===== src/rtl/via_timer_bank.sv =====
// Bank of NCHAN down-counting interval timers with shared IFR/IER interrupt logic.
// Each channel counts slow_clock ticks or synchronised ev_in rising edges.
module via_timer_bank #(
  parameter int NCHAN = 4,
  parameter int WIDTH = 16
) (
  input  logic             clk,
  input  logic             reset,
  input  logic [WIDTH-1:0] data_in,
  output logic [WIDTH-1:0] data_out,
  input  logic [4:0]       addr,
  input  logic             strobe,
  input  logic             we,
  input  logic             slow_clock,
  input  logic [NCHAN-1:0] ev_in,
  output logic [NCHAN-1:0] tmr_out,
  output logic             irq
);

  localparam logic [4:0] A_IFR = 5'd28;
  localparam logic [4:0] A_IER = 5'd29;

  logic [NCHAN-1:0][WIDTH-1:0] cnt_q, cnt_d;
  logic [NCHAN-1:0][WIDTH-1:0] lat_q, lat_d;
  logic [NCHAN-1:0][3:0]       ctl_q, ctl_d;
  logic [NCHAN-1:0] arm_q, arm_d;
  logic [NCHAN-1:0] tmr_q, tmr_d;
  logic [NCHAN-1:0] ifr_q, ifr_d;
  logic [NCHAN-1:0] ier_q, ier_d;
  logic [NCHAN-1:0] s1_q, s2_q, s3_q;
  logic [NCHAN-1:0] ev_rise;
  logic             irq_q;
  logic             wr, rd;

  assign wr      = strobe & we;
  assign rd      = strobe & ~we;
  assign ev_rise = s2_q & ~s3_q;

  always_comb begin
    logic hit, tick;
    cnt_d = cnt_q;
    lat_d = lat_q;
    ctl_d = ctl_q;
    arm_d = arm_q;
    tmr_d = tmr_q;
    ifr_d = ifr_q;
    ier_d = ier_q;
    hit   = 1'b0;
    tick  = 1'b0;
    // Clears are applied first so a same-cycle underflow set wins.
    if (wr && addr == A_IFR)
      ifr_d = ifr_q & ~data_in[NCHAN-1:0];
    if (wr && addr == A_IER) begin
      if (data_in[WIDTH-1])
        ier_d = ier_q | data_in[NCHAN-1:0];
      else
        ier_d = ier_q & ~data_in[NCHAN-1:0];
    end
    for (int c = 0; c < NCHAN; c++) begin
      hit  = strobe && addr[4:2] == 3'(c);
      tick = ~ctl_q[c][1] &
             (ctl_q[c][3] ? ev_rise[c] : slow_clock);
      if (hit && !we && addr[1:0] == 2'd0)
        ifr_d[c] = 1'b0;
      if (hit && we && addr[1:0] == 2'd1)
        lat_d[c] = data_in;
      if (hit && we && addr[1:0] == 2'd2)
        ctl_d[c] = data_in[3:0];
      if (hit && we && addr[1:0] == 2'd0) begin
        cnt_d[c] = data_in;
        lat_d[c] = data_in;
        ifr_d[c] = 1'b0;
        tmr_d[c] = 1'b0;
        arm_d[c] = 1'b1;
      end else if (tick) begin
        if (cnt_q[c] == '0) begin
          if (ctl_q[c][0]) begin
            cnt_d[c] = lat_q[c];
            ifr_d[c] = 1'b1;
            if (ctl_q[c][2])
              tmr_d[c] = ~tmr_q[c];
          end else begin
            cnt_d[c] = '1;
            if (arm_q[c]) begin
              ifr_d[c] = 1'b1;
              arm_d[c] = 1'b0;
              if (ctl_q[c][2])
                tmr_d[c] = 1'b1;
            end
          end
        end else begin
          cnt_d[c] = cnt_q[c] - 1'b1;
        end
      end
    end
  end

  always_comb begin
    data_out = '0;
    unique case (1'b1)
      addr == A_IFR: begin
        data_out[NCHAN-1:0] = ifr_q;
        data_out[WIDTH-1]   = irq_q;
      end
      addr == A_IER: begin
        data_out[NCHAN-1:0] = ier_q;
        data_out[WIDTH-1]   = 1'b1;
      end
      default: begin
        for (int c = 0; c < NCHAN; c++) begin
          if (addr[4:2] == 3'(c)) begin
            unique case (addr[1:0])
              2'd0:    data_out = cnt_q[c];
              2'd1:    data_out = lat_q[c];
              2'd2:    data_out = WIDTH'(ctl_q[c]);
              default: data_out = '0;
            endcase
          end
        end
      end
    endcase
  end

  always_ff @(posedge clk or negedge reset) begin
    if (!reset) begin
      cnt_q <= '0;
      lat_q <= '0;
      ctl_q <= '0;
      arm_q <= '0;
      tmr_q <= '0;
      ifr_q <= '0;
      ier_q <= '0;
      s1_q  <= '0;
      s2_q  <= '0;
      s3_q  <= '0;
      irq_q <= 1'b0;
    end else begin
      cnt_q <= cnt_d;
      lat_q <= lat_d;
      ctl_q <= ctl_d;
      arm_q <= arm_d;
      tmr_q <= tmr_d;
      ifr_q <= ifr_d;
      ier_q <= ier_d;
      s1_q  <= ev_in;
      s2_q  <= s1_q;
      s3_q  <= s2_q;
      irq_q <= |(ifr_q & ier_q);
    end
  end

  assign tmr_out = tmr_q;
  assign irq     = irq_q;

  logic unused_rd;
  assign unused_rd = rd;

endmodule


===== config.mk =====
export PLATFORM = sky130hd
export DESIGN_NAME = via_timer_bank
export DESIGN_NICKNAME = d
export VERILOG_FILES = /design/src/rtl/via_timer_bank.sv
export SDC_FILE = /design/constraint.sdc
export NUM_CORES = 1
export LEC_CHECK = 0
export CORE_MARGIN = 4
export CORE_UTILIZATION = 55
export CTS_CLUSTER_DIAMETER = 60
export CTS_CLUSTER_SIZE = 40
export DETAILED_ROUTE_END_ITERATION = 16
export MAX_ROUTING_LAYER = met4
export PLACE_DENSITY = 0.82
export REMOVE_ABC_BUFFERS = 1
export SLEW_MARGIN = 25
export SYNTH_ARGS = -nofsm -noshare
export SYNTH_HDL_FRONTEND = slang
export SYNTH_SLANG_ARGS = --single-unit
export TNS_END_PERCENT = 5

===== constraint.sdc =====
create_clock -name clk -period 10.51 [get_ports clk]
set_clock_uncertainty 0.15 [all_clocks]
set_input_delay 2.6275 -clock clk [delete_from_list [all_inputs] [get_ports clk]]
set_output_delay 2.6275 -clock clk [all_outputs]
set_load 0.005 [all_outputs]

==> qor.txt <==
Worst path cell trace: clkdlybuf4s50_1, buf_4, nor2_1, nand3_1, o22ai_1, or2_2, clkdlybuf4s50_1
Total GRT Usage: 0.3233
Relative slew slack: 0.3749
Fin crit share: 0.7940
Kind of start point of the critical path: input pin
CTS tree: done
Met2 Use GR: 0.4721
Yosys warning total: 0
WP data arrival: 5.57 ns
Starting Density: 0.5605
Number of port buffers: 50
Via/cell ratio: 7.075
Mean post-synth cell area: 9.713 um2
Final Setup Violations: 0
Post-synthesis register bit count: 173
Outcome: finished clean
GRT overflow: 0
Worst Setup Path Type: in -> out
Initial antenna violation count: 1
Root Driver: clkbuf_16
Placed Area: 0.01111 mm2
CTS buffer count: 17
Synth async-reset ratio: 1.000
Hold Path Class: reg -> reg
Die width: 146.3 um
Vias: 9,424
Post-synth EDFFs: 0
Crit. End Element: output port
Hold Vio Cnt, Final: 0
Clock buffer depth: 2
Clk slew on worst S/H paths: 0.07 ns
I/O Pins: 51
Crit-path max cell delay: 0.70 ns
Fmax: 119.8 MHz
Clk Latency, worst-skew pair: 0.45 ns
Die ar.: 0.02140 mm2
Design Area, Final: 0.01168 mm2
Layout cells sized above 1: 0.1486
Slew @ Worst Pin: 0.9377 ns
Hold Buf Count CTS: 0
Fin Setup TNS: 0 ns
Sequential area share after synthesis: 0.4116
Post-CTS sizing: 0
Slew Limit Fails: 0
Gpl congestion: 1.029
Core ar.: 0.01877 mm2
Top cells by area, synth: dfrtp_1 41%, mux2_2 9.2%, mux2i_1 6.1%
Filler instances: 1,538
DRT Pass-1 Iters: 6
First-pass GRT wire length: 52,680 um
Avg WL per Cell: 25.14 um
Critical path fanouts, max: 22
Maxcap violations: 0
Vias in the first global route: 8,979
Clock sink total: 173
Tmin final: 8.345 ns
Library cells used by synthesis: 77
DR iter-0 viols: 1,279
Die height: 146.3 um
Post-Syn Area: 0.01052 mm2
Worst EP required: 7.73 ns
Yosys top cell area share: 0.4116
Bufs and invs on worst path: 3
GR met3 Demand/Resource: 0.06021
Top cell type by total area after synthesis: dfrtp_1
Maximum VDD drop: 0.1450 mV
LEAKAGE: 4.884 nW
RSZ-0062 raised after global routing: no
Primary FF master, synth: dfrtp_1
Commonest non-fill, non-tap cell in the layout: dfrtp_1
Post-route ant nets: 0
Row cnt: 50
# Post-CTS Setup Buffers: 0
Met1 usage in global routing: 0.4317
Gr busiest metal: met2
Detailed Place HPWL: 23,340 um
CP max-delay cell: clkdlybuf4s50_1
Pin count of the biggest net entering global routing: 98
Routed WL: 33,480 um
Pwr Density: 227.5 mW/mm2
Most frequent cells in the layout: 173 x dfrtp_1, 86 x mux2_2, 78 x nand2_1
Htree depth: 4
Post-layout net count: 1,123
Delay-heaviest family, CP: buffers and inverters
Area Overhead vs Synth: 11.04%
CP most frequent cell: clkdlybuf4s50_1
Synth Instances: 1,083
Number of remaining DRC errors: 0
where the power goes:
group / internal [mW] / leakage, nW / switching [mW]
clock: 0.330 / 0.269 / 0.294
sequential: 0.836 / 2.21 / 0.279
combinational: 0.419 / 2.41 / 0.500
flip-flops by register name, summed over array words and instances (netlist names), named ones only:
| signal | cells |
|---|---|
| arm_q | 4 |
| cnt_q | 64 |
| ctl_q | 16 |
| ifr_q | 4 |
| irq | 1 |
| lat_q | 64 |
| s1_q | 4 |
| s2_q | 4 |
| s3_q | 4 |
| tmr_out | 4 |
final cells by class:
type	count	area, um2	share of cell area
multi-input cells	813	5842	0.5002
flip-flops and latches	173	4329	0.3706
repair buffers	60	578.1	0.04949
clock buffers	17	425.4	0.03642
well taps	234	292.8	0.02507
clock inverters	14	135.1	0.01157
inverters	20	75.07	0.006427
diodes	1	2.502	0.0002142
kinds of logic (layout without fill, tap and decap cells):
kind of cell / count (synthesis) / in the layout / synth area share
adders and majority gates: 8 / 8 / 0.009516
muxes: 151 / 151 / 0.1551
xor gates and xnor gates: 28 / 28 / 0.02331
AOI/OAI and AO/OA: 273 / 273 / 0.1853
DFF: 173 / 173 / 0.4116
and+or+nand+nor: 353 / 353 / 0.1802
other: 0 / 1 / 0
buffers and inverters: 97 / 111 / 0.03497
synthesized netlist by cell type (all sizes together), types with 4 or more instances:
library cell    n
o31ai          18
nor3b          15
or4             7
a311oi          6
nand3b         12
nor4b           6
nor4           15
ha              8
or3            13
nor2b          11
o211ai         18
a211oi         21
a22oi          21
xnor2          17
mux2i          64
o21ai          47
nor2           69
a22o            8
xor2           11
a21oi          29
a31o            5
a31oi           7
nor3           45
o22ai          27
a221o          24
nand4          17
mux2           86
nand2          78
buf            14
a21o            8
clkbuf         63
inv            19
nand3          22
nand2b          9
dfrtp         173
o32ai           4
or2            19
per-layer routing:
| metal | up-vias | wire length (um) |
|---|---|---|
| li1 | 4111 | - |
| met1 | 4648 | 13770 |
| met2 | 531 | 15000 |
| met3 | 134 | 2870 |
| met4 | 0 | 1848 |
| met5 | - | 0 |
worst reg2reg max path, delay by kind of cell (launching register included):
family / cells / cell delay (ns)
AOI/OAI and AO/OA: 2 / 0.49
DFF: 1 / 0.45
and+or+nand+nor: 3 / 1.51
adders and majority gates: 1 / 0.19
buffers and inverters: 1 / 0.13
stage by stage:
| stage | setup slack [ns] | hold WS, ns | utilization | total power, mW | std cells |
|---|---|---|---|---|---|
| finish | 2.165 | 0.2001 | 0.6223 | 2.658 | 1332 |
| global route | 2.007 | 0.2039 | 0.6223 | 2.800 | 1332 |
| CTS | 2.242 | 0.2026 | 0.6217 | 2.635 | 1331 |
| detailed placement | 2.235 | 0.1865 | 0.5919 | 2.009 | 1300 |
| global placement | 2.236 | 0.1837 | 0.5916 | 1.980 | 1300 |
| floorplan | 4.162 | 0.1812 | - | 1.685 | 1006 |
final timing paths:
check / from / endpoint / slack [ns] / cells past startpoint
max: addr[1] / data_out[10] / 2.16 / 7
min in group asynchronous: reset / cnt_q[43] / 2.06 / 1
min reg2reg: s1_q[1] / s2_q[1] / 0.20 / 0
max reg2reg: cnt_q[16] / cnt_q[18] / 7.47 / 7
min: s1_q[1] / s2_q[1] / 0.20 / 0
max in group asynchronous: reset / lat_q[59] / 6.93 / 2
No activity file was read; power rests on OpenSTA's default activity.
